$ cat src/rtl/memory_master.sv
// Clocked initiator for the single-port asynchronous Memory block: one read or
// write per request, fixed setup cycle, WAIT_CYCLES access window, held response.
module memory_master #(
   parameter int DATA_WIDTH  = 4,
   parameter int ADDR_WIDTH  = 6,
   parameter int WAIT_CYCLES = 1
) (
   input  logic                  clk,
   input  logic                  rstn,
   input  logic                  reqValid,
   output logic                  reqReady,
   input  logic                  reqWrite,
   input  logic [ADDR_WIDTH-1:0] reqAddress,
   input  logic [DATA_WIDTH-1:0] reqData,
   output logic                  rspValid,
   input  logic                  rspReady,
   output logic                  rspWrite,
   output logic [DATA_WIDTH-1:0] rspData,
   output logic                  memEnable,
   output logic                  memReadwrite,
   output logic [ADDR_WIDTH-1:0] memAddress,
   output logic [DATA_WIDTH-1:0] memDataIn,
   input  logic [DATA_WIDTH-1:0] memDataOut
);

   localparam int CNT_W = 4;

   typedef enum logic [1:0] {
      IDLE,
      SETUP,
      ACCESS,
      RESP
   } state_t;

   state_t             state, state_next;
   logic               write_q;
   logic [CNT_W-1:0]   wait_cnt;

   always_ff @(posedge clk or negedge rstn) begin
      if (!rstn) state <= IDLE;
      else       state <= state_next;
   end

   // Pin controls decode from the state register alone, so an asynchronous
   // reset drops memEnable immediately and memReadwrite cannot move mid-access.
   always_comb begin
      state_next   = state;
      reqReady     = 1'b0;
      rspValid     = 1'b0;
      memEnable    = 1'b0;
      memReadwrite = 1'b1;
      case (state)
         IDLE: begin
            reqReady = 1'b1;
            if (reqValid) state_next = SETUP;
         end
         SETUP: begin
            memReadwrite = !write_q;
            state_next   = ACCESS;
         end
         ACCESS: begin
            memEnable    = 1'b1;
            memReadwrite = !write_q;
            if (wait_cnt == '0) state_next = RESP;
         end
         RESP: begin
            rspValid = 1'b1;
            if (rspReady) state_next = IDLE;
         end
         default: state_next = IDLE;
      endcase
   end

   always_ff @(posedge clk or negedge rstn) begin
      if (!rstn) begin
         write_q    <= 1'b0;
         memAddress <= '0;
         memDataIn  <= '0;
         wait_cnt   <= '0;
         rspData    <= '0;
         rspWrite   <= 1'b0;
      end else begin
         case (state)
            IDLE: begin
               if (reqValid) begin
                  write_q    <= reqWrite;
                  memAddress <= reqAddress;
                  memDataIn  <= reqData;
               end
            end
            SETUP: wait_cnt <= CNT_W'(WAIT_CYCLES - 1);
            ACCESS: begin
               if (wait_cnt == '0) begin
                  rspData  <= write_q ? '0 : memDataOut;
                  rspWrite <= write_q;
               end else begin
                  wait_cnt <= wait_cnt - 1'b1;
               end
            end
            default: ;
         endcase
      end
   end

endmodule

$ cat config.mk
export PLATFORM = sky130hd
export DESIGN_NAME = memory_master
export DESIGN_NICKNAME = d
export VERILOG_FILES = /design/src/rtl/memory_master.sv
export SDC_FILE = /design/constraint.sdc
export NUM_CORES = 1
export LEC_CHECK = 0
export CAP_MARGIN = 20
export CORE_MARGIN = 2
export CORE_UTILIZATION = 35
export CTS_CLUSTER_SIZE = 10
export DETAILED_ROUTE_END_ITERATION = 6
export GPL_ROUTABILITY_DRIVEN = 0
export PLACE_DENSITY = 0.63
export SLEW_MARGIN = 20
export SYNTH_ARGS = -nofsm -noshare
export SYNTH_HDL_FRONTEND = slang
export SYNTH_SLANG_ARGS = --single-unit
$ cat constraint.sdc
create_clock -name clk -period 4.1 [get_ports clk]
set_clock_uncertainty 0.1 [all_clocks]
set_input_delay 0.82 -clock clk [delete_from_list [all_inputs] [get_ports clk]]
set_output_delay 0.82 -clock clk [all_outputs]
set_load 0.02 [all_outputs]
# Word level (Yosys, flattened, before mapping)
# Cells that the tools add are included.
word_totals:
  register_bits: 22
  latch_bits: 0
  ramBits: 0
  mem_bits_ro: 0
  input_bits: 19
  n_memories: 0
classes:
  addsub: 1
  mul: 0
  div: 0
  order_cmp: 0
  n_eq_ne: 7
  shift: 0
  muxes: 11
  bitwise: 0
  reduce_logical: 9
op_table:
  columns: ["operator", "count"]
  rows:
  - ["2-to-1 mux 4 bit", 2]
  - ["inequality test 2 bit, second input constant", 4]
  - ["case mux 2 bit (4 select lines)", 1]
  - ["case mux 4 bit (2 select lines)", 1]
  - ["2-to-1 mux 2 bit", 3]
  - ["AND reduction 2 bit", 3]
  - ["equality test 2 bit, second input constant", 2]
  - ["logical NOT 4 bit", 1]
  - ["2-to-1 mux 1 bit", 4]
  - ["subtractor 4 x 1 -> 4 bit, second input constant", 1]
  - ["AND reduction 3 bit", 1]
  - ["equality test 2 x 1 -> 1 bit, second input constant", 1]
  - ["logical NOT 2 bit", 1]
  - ["nonzero test 2 bit", 1]
  - ["OR reduction 2 bit", 1]
  - ["logical NOT 1 bit", 1]

# Logic depth before layout (Yosys ltp)
depth:
  word_depth: 3
  ltp_mapped: 7
  mapped_depth_nobuf: 5

# Least setup slack after synthesis
# No wires, ideal clock.
synth_path:
  path_kind: "register to output"
  from: "reg state[0]"
  to: "out memReadwrite"
  arrival_time_ns: 0.887
  setup_slack_ns: 2.293
  path_stages_with_launch: 4
  path_cell_list: "dfrtp_1 > inv_1 > ha_1 > nand2_1"
synth_between:
  elab_chain_cells: 3
synth_rtl:
  columns: ["element", "line", "text"]
  rows:
  - ["start, declared", "35", "state_t state, state_next;"]
  - ["start signal, assigned", "41", "else state <= state_next;"]
  - ["equality test 2 bit / equality test 2 x 1 -> 1 bit (equally long branches)", "52", "case (state)"]
  - ["OR reduction 2 bit (no line) (*)", null, null]
  - ["2-to-1 mux 1 bit (*)", null, null]
  - ["end, declared", "20", "output logic memReadwrite,"]
# Every way passes the cells marked *; elsewhere a longest branch is shown, timed or not.

# Worst setup path in the final report
layout_path:
  from: "reg state[0]"
  to: "out memEnable"
layout_between:
  elab_chain_cells: 2
layout_rtl:
  columns: ["element", "line", "text"]
  rows:
  - ["equality test 2 bit", "52", null]
  - ["2-to-1 mux 1 bit", "52", null]
  - ["end, declared", "19", "output logic memEnable,"]
# No other way between the ends.

==> metrics.txt <==
port bufs 37; RSZ-0062 raised after global routing no; CTS Root Cell clkbuf_4; combinational power share 0.517; clock network power share 0.153; Hold Fails Final Rpt 0; layout cells sized above 1 0.150; CTS tree done; sequential share of the synthesized area 0.536; P_leak 0.000648 uW; sequential cell area 551 um^2; sw frac 0.356; area grow syn2layout 43.1%; Ports 38; largest net degree at the start of global routing 23; Max IR drop VDD 526 uV; worst reg-to-reg setup slack 2.14 ns; Mapped Avg Cell Area 12.5 um^2; antenna-violating nets left 0; grt peak-use layer met2; Max Cap Viol 0; Critical Path Source Type flop; status finished, final reports clean; critical path's slowest cell clkdlybuf4s50_1; met2 Use GR 0.221; first drt pass iteration count 4; pins over their slew limit 0; Die Ht 58.2 um; H-tree Lvls 1; Max Fclk 355 MHz; most frequent cells in the layout clkdlybuf4s50_1 (36), dfrtp_1 (22), mux2_2 (11), nand2_1 (9); Post-Syn Area 0.00103 mm^2; Synth Register Bits 22; initial antenna violation count 0; final setup vio count 0; Nets 145; Sw Pwr 384 uW; post-DP HPWL 1.50 mm; Initial Util 0.369; vias 733; Worst EP required 3.18 ns; CP Class flop to primary output; Synth area leader dfrtp_1; fillcell total 260; worst path buffer plus inverter count 2; Cell Area, Placed 0.00142 mm^2; Worst-Skew Late Latency 0.30 ns; die area 0.00338 mm^2; die width 58.2 um; crit-path cells inv_1, ha_1, clkdlybuf4s50_1; CP arrival 1.90 ns; n_diodes 0; DR vias/cell 4.85; post-synthesis cell count 82; final wirelength 1.94 mm; Synth cell types 22; Finished Layout Cells 151; Reg power frac 0.330; Multi-input gate area 444 um^2; crit-path leading delay family buffers and inverters; CTS Buffer Depth 2; Worst-path clk slew 0.12 ns; first-pass GRT wire length 3.36 mm; critical path peak fanout 11; Total GRT Usage 0.130; Slew HR 0.684; Core Area 0.00278 mm^2; post-route cell area 0.00147 mm^2; clock period minus worst slack 2.82 ns; Worst-Margin Slew 0.475 ns; postcts setup bufs 0; Hold Path Class input port to asynchronous set/reset pin; clock sink count 22; Pint 695 uW; DRT iter0 DRCs 15; ranking of synthesized cells by area dfrtp_1 (54%), mux2_2 (12%), ha_1 (6.1%); Final Total Pwr 1080 uW; Mapped Nets 106; setup_tns 0 ns; DR DRC count 0; Slowest Stage Delay on Critical Path 0.68 ns; Post-Place Cells 147; Cell Pwr Density 734 mW/mm^2; nature of the critical path endpoint primary output; hold_buf cts 0; grt ovf 0; period utilization 0.688; grt met3 use 0.0513; most common cell after layout, fill and taps aside clkdlybuf4s50_1; warnings from Yosys 0; number of global-route vias before repair 781; row count 19; CTS Buf Count 3; met1 Usage GRT 0.146; share of the synthesized area in the top cell type 0.536; cts repair resizes 0; routed len/inst 12.9 um
layer usage:
layer / up-vias / wire [um]
met4: 0 / 17
met2: 23 / 939
met1: 349 / 820
li1: 359 / -
met5: - / 0
met3: 2 / 164
layout make-up:
type / count / share of cell area
sequential: 22 / 0.374
timing repair buffer: 37 / 0.249
clock buffer: 3 / 0.0153
multi-input combinational: 52 / 0.302
clock inverter: 1 / 0.0204
tap: 31 / 0.0264
inverter: 5 / 0.0128
synth_stat cells:
cell	instances
a221oi_4	1
a311o_1	1
and2b_1	1
and3b_1	1
buf_2	2
clkbuf_1	1
dfrtp_1	22
ha_1	5
inv_1	5
mux2_1	2
mux2_2	11
mux2i_1	2
nand2_1	9
nand2b_1	6
nand4bb_1	1
nor2b_1	1
nor3b_1	1
nor4b_1	1
o21ai_0	6
o32a_1	1
or3_1	1
or3b_4	1
kinds of logic after synthesis:
logic type               Yosys count  synth area share
AO/OA/AOI/OAI                      9            0.0743
adder cells (fa/ha/maj)            5            0.0609
buffers and inverters              8            0.0317
flip-flops                        22             0.536
multiplexers                      15             0.162
AND/OR/NAND/NOR                   23             0.135
stage by stage:
| step | setup slack (ns) | util | hold WS (ns) |
|---|---|---|---|
| final | 1.28 | 0.529 | 0.350 |
| after global routing | 1.17 | 0.529 | 0.371 |
| after CTS | 1.27 | 0.530 | 0.400 |
| after floorplan | 2.29 | - | 0.361 |
| after global placement | 1.67 | 0.511 | 0.364 |
| after detailed placement | 1.63 | 0.511 | 0.370 |
registers in the layout (all words and copies together), names as in the netlist:
register    flops
rspData         4
state           2
rspWrite        1
memAddress      6
wait_cnt        4
write_q         1
memDataIn       4
power groups by stage:
| stage | clock network (uW) | registers (uW) | logic (uW) |
|---|---|---|---|
| global route | 179 | 369 | 605 |
| global placement | 0 | 358 | 559 |
| detailed placement | 0 | 364 | 565 |
| finish | 165 | 357 | 558 |
| CTS | 170 | 360 | 569 |
| floorplan | 0 | 443 | 242 |
final timing paths:
| kind | depth (start not counted) | startpoint | to |
|---|---|---|---|
| worst max register to register | 4 | state[0] | rspWrite |
| worst min register to register | 2 | rspData[0] | rspData[0] |
| worst min-delay path | 1 | rstn | wait_cnt[2] |
| worst max-delay path | 3 | state[0] | memEnable |
| min in group clk | 2 | rspData[0] | rspData[0] |
| max in group asynchronous | 1 | rstn | memDataIn[1] |
Note: power is estimated with default switching activity, not from simulation.
